===== src/rtl/rr_range_arb_pkg.sv =====
// Shared types and defaults for the round-robin range arbiter.
// RANGE_ARB_TIMEOUT_EN (see rr_range_arbiter) sizes its counter with cnt_width().
package rr_range_arb_pkg;

    typedef enum logic [1:0] {
        StIdle,
        StGrant,
        StBusy
    } arb_state_e;

    localparam int unsigned N_DEFAULT           = 32;
    localparam int unsigned IDXW_DEFAULT        = 5;
    localparam int unsigned TIMEOUT_CYC_DEFAULT = 255;

    // Counter is at least 8 bits, wider if the timeout needs it.
    function automatic int unsigned cnt_width(input int unsigned max_cyc);
        int unsigned w;
        w = $clog2(max_cyc + 32'd1);
        return (w > 32'd8) ? w : 32'd8;
    endfunction

endpackage


===== src/rtl/range_mask_gen.sv =====
// Thermometer range decode: mask_o[i] is set for every index at or above ptr_i.
module range_mask_gen
    import rr_range_arb_pkg::*;
#(
    parameter int unsigned N    = N_DEFAULT,
    parameter int unsigned IDXW = IDXW_DEFAULT
) (
    input  logic [IDXW-1:0] ptr_i,
    output logic [N-1:0]    mask_o
);

    always_comb begin
        mask_o = '0;
        for (int unsigned i = 0; i < N; i++) begin
            mask_o[i] = (i >= 32'(ptr_i));
        end
    end

endmodule


===== src/rtl/rr_range_arbiter.sv =====
// Round-robin arbiter granting one shared slot, held until release or abandon.
// Define RANGE_ARB_TIMEOUT_EN to add a forced release after TIMEOUT_CYC busy cycles.
module rr_range_arbiter
    import rr_range_arb_pkg::*;
#(
    parameter int unsigned N           = N_DEFAULT,
    parameter int unsigned IDXW        = IDXW_DEFAULT,
    parameter int unsigned TIMEOUT_CYC = TIMEOUT_CYC_DEFAULT
) (
    input  logic            clk,
    input  logic            rst_n,
    input  logic [N-1:0]    req,
    input  logic            rel,
    output logic [N-1:0]    gnt,
    output logic [IDXW-1:0] gnt_idx,
    output logic            gnt_vld,
    output logic            busy,
    output logic            timeout
);

    arb_state_e      state_q, state_d;
    logic [IDXW-1:0] ptr_q, ptr_d;
    logic [IDXW-1:0] gnt_idx_q, gnt_idx_d;
    logic [N-1:0]    gnt_q, gnt_d;
    logic            gnt_vld_q, gnt_vld_d;
    logic [N-1:0]    mask, masked;
    logic [IDXW-1:0] win_idx;
    logic            expire;
    logic            exit_grant;

    range_mask_gen #(
        .N    (N),
        .IDXW (IDXW)
    ) u_range_mask (
        .ptr_i  (ptr_q),
        .mask_o (mask)
    );

    assign masked = req & mask;

    // Lowest requester at or above the pointer, else wrap to the lowest requester.
    always_comb begin
        win_idx = '0;
        for (int i = int'(N) - 1; i >= 0; i--) begin
            if (req[i]) win_idx = IDXW'(i);
        end
        if (|masked) begin
            for (int i = int'(N) - 1; i >= 0; i--) begin
                if (masked[i]) win_idx = IDXW'(i);
            end
        end
    end

    always_comb begin
        state_d    = state_q;
        ptr_d      = ptr_q;
        gnt_d      = gnt_q;
        gnt_idx_d  = gnt_idx_q;
        gnt_vld_d  = gnt_vld_q;
        exit_grant = 1'b0;
        unique case (state_q)
            StIdle: begin
                if (|req) begin
                    state_d          = StGrant;
                    gnt_d            = '0;
                    gnt_d[win_idx]   = 1'b1;
                    gnt_idx_d        = win_idx;
                    gnt_vld_d        = 1'b1;
                end
            end
            StGrant: begin
                if (rel) exit_grant = 1'b1;
                else     state_d    = StBusy;
            end
            StBusy: begin
                if (rel || !req[gnt_idx_q] || expire) exit_grant = 1'b1;
            end
            default: state_d = StIdle;
        endcase
        // gnt_idx deliberately keeps the last owner after release.
        if (exit_grant) begin
            state_d   = StIdle;
            gnt_d     = '0;
            gnt_vld_d = 1'b0;
            ptr_d     = gnt_idx_q + IDXW'(1);
        end
    end

    always_ff @(posedge clk or negedge rst_n) begin
        if (!rst_n) begin
            state_q   <= StIdle;
            ptr_q     <= '0;
            gnt_q     <= '0;
            gnt_idx_q <= '0;
            gnt_vld_q <= 1'b0;
        end else begin
            state_q   <= state_d;
            ptr_q     <= ptr_d;
            gnt_q     <= gnt_d;
            gnt_idx_q <= gnt_idx_d;
            gnt_vld_q <= gnt_vld_d;
        end
    end

`ifdef RANGE_ARB_TIMEOUT_EN
    localparam int unsigned       CntW    = cnt_width(TIMEOUT_CYC);
    localparam logic [CntW-1:0]   CntLast = CntW'(TIMEOUT_CYC - 32'd1);

    logic [CntW-1:0] cnt_q, cnt_d;
    logic            timeout_q, timeout_d;

    // Expiry on the TIMEOUT_CYC-th busy cycle; a coincident rel or abandon wins.
    assign expire = (state_q == StBusy) && (cnt_q == CntLast);

    always_comb begin
        cnt_d     = '0;
        timeout_d = 1'b0;
        if (state_q == StBusy) begin
            cnt_d     = cnt_q + CntW'(1);
            timeout_d = expire && !rel && req[gnt_idx_q];
        end
    end

    always_ff @(posedge clk or negedge rst_n) begin
        if (!rst_n) begin
            cnt_q     <= '0;
            timeout_q <= 1'b0;
        end else begin
            cnt_q     <= cnt_d;
            timeout_q <= timeout_d;
        end
    end

    assign timeout = timeout_q;
`else
    logic unused_timeout_cfg;
    assign unused_timeout_cfg = (TIMEOUT_CYC != 0);
    assign expire             = 1'b0;
    assign timeout            = 1'b0;
`endif

    assign gnt     = gnt_q;
    assign gnt_idx = gnt_idx_q;
    assign gnt_vld = gnt_vld_q;
    assign busy    = (state_q != StIdle);

endmodule


===== config.mk =====
export PLATFORM = sky130hd
export DESIGN_NAME = rr_range_arbiter
export DESIGN_NICKNAME = d
export VERILOG_FILES = /design/src/rtl/rr_range_arb_pkg.sv /design/src/rtl/range_mask_gen.sv /design/src/rtl/rr_range_arbiter.sv
export SDC_FILE = /design/constraint.sdc
export NUM_CORES = 1
export LEC_CHECK = 0
export BUFFER_PORTS_ARGS = -buffer_cell sky130_fd_sc_hd__buf_4
export CORE_MARGIN = 3
export CORE_UTILIZATION = 56
export CTS_CLUSTER_DIAMETER = 80
export DETAILED_ROUTE_END_ITERATION = 12
export GPL_TIMING_DRIVEN = 0
export PLACE_DENSITY = 0.81
export SYNTH_ARGS = -nofsm -noshare
export SYNTH_HDL_FRONTEND = slang
export SYNTH_SLANG_ARGS = --single-unit
export TNS_END_PERCENT = 50

===== constraint.sdc =====
create_clock -name clk -period 3.54 [get_ports clk]
set_clock_uncertainty 0.15 [all_clocks]
set_input_delay 0.531 -clock clk [delete_from_list [all_inputs] [get_ports clk]]
set_output_delay 0.531 -clock clk [all_outputs]
set_load 0.005 [all_outputs]

======== Word level (Yosys, flattened, before mapping) ========
Cells that the tools add are included.
word-level totals
  output and inout port bits .............. 40
  word-level logic and storage cells ...... 140
  bits of input ports ..................... 35
  bits in registers ....................... 45
cells by class
  order comparisons ....................... 34
  bitwise operators ....................... 1
  muxes and demuxes ....................... 82
  reductions and logical operators ........ 12
  add/sub/neg operators ................... 1
  equal/unequal tests ..................... 5
operator list
  operator               number
  $mux W5                65
  $mux W32               3
  $ge A5 B5 Y1 const A   15
  $reduce_or A32 Y1      2
  $ge A4 B5 Y1 const A   8
  $and A32 B32 Y32       1
  $ge A3 B5 Y1 const A   4
  $lt A5 B6 Y1 const B   2
  $ge A1 B5 Y1 const A   2
  $ge A2 B5 Y1 const A   2
  $mux W1                7
  $mux W2                3
  $ne A3 B3 Y1 const B   2
  $pmux W2 S3            1
  $reduce_bool A2 Y1     3
  $add A5 B1 Y5 const B  1
  $bmux W1 S5            1
  $demux W1 S5           1
  $ge A5 B1 Y1 const B   1
  $reduce_and A2 Y1      2
  $reduce_and A3 Y1      1
  $eq A2 B1 Y1 const B   1
  $eq A2 B2 Y1 const B   1
  $logic_not A2 Y1       1
  other kinds (5)        5

======== Longest topological paths before layout ========
  word-level depth ........................ 72
  gate-level depth with buffers ........... 11
  depth with buffers taken out ............ 9

======== By module ========
Synthesis repeated with hierarchy kept, for this count alone.
unflattened totals
  cell total of the unflattened synthesis .. 394
  area, all modules ....................... 3508.4 um2
by module, submodules not included
  module            sequential area each (um2)  area an instance (um2)  cells an instance  instances
  rr_range_arbiter  1126.1                      3251.9                  348                1
  range_mask_gen    0.0                         256.5                   46                 1

======== Least setup slack after synthesis ========
OpenSTA, ideal clock, no wires.
  path type ............................... input -> register
  start ................................... in req[27]
  end ..................................... reg gnt_q[0], in the netlist gnt[0]
  path buffers ............................ 2
  arrival ................................. 2396 ps
  stages .................................. 9
  required time ........................... 3250 ps
  slack ................................... 854 ps
  setup time .............................. 140 ps
  cells stage by stage .................... clkbuf_1 -> nor2_1 -> a221oi_1 -> o21ai_0 -> a221oi_1 -> o211ai_1 -> a41oi_1 -> buf_2 -> o31ai_1
between the ends
  cells in the longest elaborated chain, start to end .. 68
  elaborated cells on any way between the ends .. 81
  those cells by class .................... 2 x order compare; 70 x mux; 1 x bitwise; 8 x reduce/logical
RTL lines
  element                                                                    RTL line                text
  from (decl)                                                                rr_range_arbiter.sv:12  input logic [N-1:0] req,
  $mux W5 (28 in a row)                                                      rr_range_arbiter.sv:45  if (req[i]) win_idx = IDXW'(i);
  $mux W5 (32 in a row)                                                      rr_range_arbiter.sv:49  if (masked[i]) win_idx = IDXW'(i);
  $mux W5                                                                    rr_range_arbiter.sv:47  if (|masked) begin
  $lt A5 B6 Y1 (implied by the code) / $ge A5 B1 Y1 (equally long branches)  rr_range_arbiter.sv:66  gnt_d[win_idx] = 1'b1;
  $logic_and A1 B1 Y1 (implied by the code)                                  rr_range_arbiter.sv:66
  $mux W1 (implied by the code)                                              rr_range_arbiter.sv:66
  $demux W1 S5                                                               rr_range_arbiter.sv:66
  $mux W32                                                                   rr_range_arbiter.sv:63  if (|req) begin
  $mux W32                                                                   rr_range_arbiter.sv:61  unique case (state_q)
  $mux W32                                                                   rr_range_arbiter.sv:81  if (exit_grant) begin
  to (signal assigned)                                                       rr_range_arbiter.sv:99  gnt_q <= gnt_d;
  to (decl)                                                                  rr_range_arbiter.sv:24  logic [N-1:0] gnt_q, gnt_d;
Parallel ways exist; a longest one is shown, timed or not. The select of a mux whose other input is x is not followed.
A chain may end at the register's enable or synchronous reset.

======== Worst setup path in the final report ========
  start ................................... in req[27]
  end ..................................... reg gnt_q[24], in the netlist gnt[24]
Same word-level chain as after synthesis.

==> flow_summary.ini <==
[place]
gp_congestion = 1.01
pre_cts_ws_ns = -0.0283
hpwl_mm = 9.30
placed_area_um2 = 4300
numPortBuffers = 68
dpl.cell_count = 578

[detailed_routing]
ant_nets = 0
routedWlPerCell_um = 21.1
drtPass1Iterations = 6
wl_mm = 12.3
drt_iter0_drc = 500
routed-via-count = 4116
viasPerCell = 7.02
drc = 0

[power_and_ir_drop]
power_leakage_nw = 1.90
p_per_area_nw_per_um2 = 902
combPwrFrac_pct = 68.1
ir_drop_v = 0.000549
p_seq_share_pct = 19.9
p_sw_mw = 2.06
pwr-share-clk_pct = 12.0
swShare_pct = 51.3
power_mw = 4.01
intPower_mw = 1.95

[synthesis]
syn-num-nets = 474
synth_flop_cell = dfrtp_1
ys_warn_count = 0
ys_ff_latch = 45
yosysSeqAreaShare_pct = 30.4
netlist_top_cells_count = 56 x nand2_1, 45 x dfrtp_1, 30 x o31ai_1
avgSynthCellArea_um2 = 8.51
synthesis.area_um2 = 3700
synth.distinct_cells = 75
post-synth-top-area-cell = dfrtp_1
syn_inst = 435
yosysTopAreaCellShare_pct = 30.4
synth_area_leaders = dfrtp_1 30%, o31ai_1 6.1%, nand2_1 5.7%
synth_most_common_cell = nand2_1
synth_edf_count = 0
synth_async_sr_flop_share_pct = 100

[cells_and_area]
fin_util_pct = 72.0
drive_above_1_share_pct = 25.8
nets = 549
syn_to_final_growth_pct = 20.1
final_cells = 586
fin_area_um2 = 4440
n_antenna_cell = 0

[critical_path]
crit_path_max_fanout = 10
critPathCapture = gnt[24]$_DFFE_PN0P_
arrival_ns = 3.37
critPathCaptureType = register
reg2reg_setup_slack_ns = 0.25
rr_startpoint = ptr_q[0]$_DFFE_PN0P_
crit_required_ns = 3.56
cp-start-kind = primary input
reg2reg_to = gnt[24]$_DFFE_PN0P_
rr_worst_depth = 9
criticalPathCategory = in -> reg
cp-startpoint = req[27]

[sta]
rsz0062_at_grt = false
slew-limit-headroom_pct = 42.4
layout_setup_ws_ns = 0.183
setup_violations = 0
fin_hold_ws_ns = 0.0600
worst_pin_slew_ns = 0.860
drv_slew = 0
hold_viol_final = 0
fmax_ghz = 0.298
setup_tns_ns = 0
finalCritPeriodShare_pct = 94.8
period_minus_slack_ns = 3.36

[grt]
grt_overflow = 0
grt_pass1_wl_mm = 19.3
grt_max_degree = 46
grt_pass1_vias = 3665
track_usage_pct = 32.3
antenna_found_initial = 0

[cts]
cts_sinks = 45
h-tree-depth = 2
clock_latency_ns = 0.30
postCtsHoldBufs = 0
cts-buffers-inserted = 5
ctsResizeCount = 0
clock_path_buffers = 2
cts_tree = built
clk_pin_slew_ns = 0.10
cts_setup_buffers = 0
cts-root-buf = clkbuf_8

[floorplanning]
core_area_um2 = 6170
dieArea_um2 = 7620
rows = 28
start_util_pct = 60.0
die_w_um = 87.3
fp.dieH_um = 87.3
num_io_pins = 75

[flow_run]
cap_viol_max_count = 0

[worst_hold_path]
hold_class = in -> async

[status]
outcome = completed
## kinds of logic (layout without fill, tap and decap cells)
group                      after synthesis  in the layout  share of synthesized area [%]
muxes                                   16             16                           6.43
AOI/OAI and AO/OA                      162            162                           32.9
and+or+nand+nor                        160            160                           21.5
other                                    1              1                          0.101
DFF                                     45             45                           30.4
xor gates and xnor gates                 3              3                          0.710
buffers and inverters                   44            120                           6.63
adders and majority gates                4              4                           1.35
## cell usage in the layout, fill, tap and decap left out, types with 8 or more instances in the layout
cell      instances
a21oi_1          23
buf_2             9
buf_4            78
clkbuf_1         10
dfrtp_1          45
inv_1            11
mux2i_1           8
nand2_1          56
nand3_1          13
nor2_1           27
nor3_1           10
nor4_1            9
o211ai_1          9
o21ai_0          20
o31ai_1          30
o31ai_2           9
or3_1             8
## worst max-delay path, stage by stage
cell      delay (ns)
clkbuf_1        0.29
nor2_1          0.09
a221oi_1        0.27
o21ai_0         0.24
a221oi_1        0.47
o211ai_1        0.24
a41oi_1         0.74
buf_2           0.38
o31ai_1         0.11
## registers in the layout, indices dropped and copies added (netlist names)
name	count
state_q	2
gnt_vld	1
gnt	32
gnt_idx	5
ptr_q	5
## worst min-delay path by stage
stage                              startpoint  depth (start not counted)                  end
after detailed placement  gnt[27]$_DFFE_PN0P_                          2  gnt[27]$_DFFE_PN0P_
after CTS                               rst_n                          1   gnt[4]$_DFFE_PN0P_
after global routing                    rst_n                          1  gnt[26]$_DFFE_PN0P_
after global placement     gnt[5]$_DFFE_PN0P_                          2   gnt[5]$_DFFE_PN0P_
final                                   rst_n                          1   gnt[4]$_DFFE_PN0P_
after floorplan                         rst_n                          0   gnt[0]$_DFFE_PN0P_
## routing by layer
layer	vias up	GRT usage [%]	routed length, um
met5	-	0	0
met4	0	7.25	265
met3	39	8.70	1630
met2	319	47.8	5300
li1	1825	-	-
met1	1933	47.3	5150
## area by class of cell
| type | count | area [um^2] |
|---|---|---|
| multi-input cells | 346 | 2330 |
| fillers | 489 | 1720 |
| flip-flops and latches | 45 | 1130 |
| repair buffers | 68 | 510 |
| plain buffers | 32 | 200 |
| well taps | 75 | 93.8 |
| clock buffers | 5 | 68.8 |
| clock inverters | 3 | 68.8 |
| inverters | 12 | 45.0 |
## power groups by stage
stage               combinational (mW)  clock, mW  sequential [mW]
finish                            2.73      0.480            0.797
global placement                  2.60          0            0.796
global route                      2.93      0.497            0.813
detailed placement                2.64          0            0.799
floorplan                         1.83          0            0.783
CTS                               2.66      0.479            0.792
No activity file was read; power rests on OpenSTA's default activity.
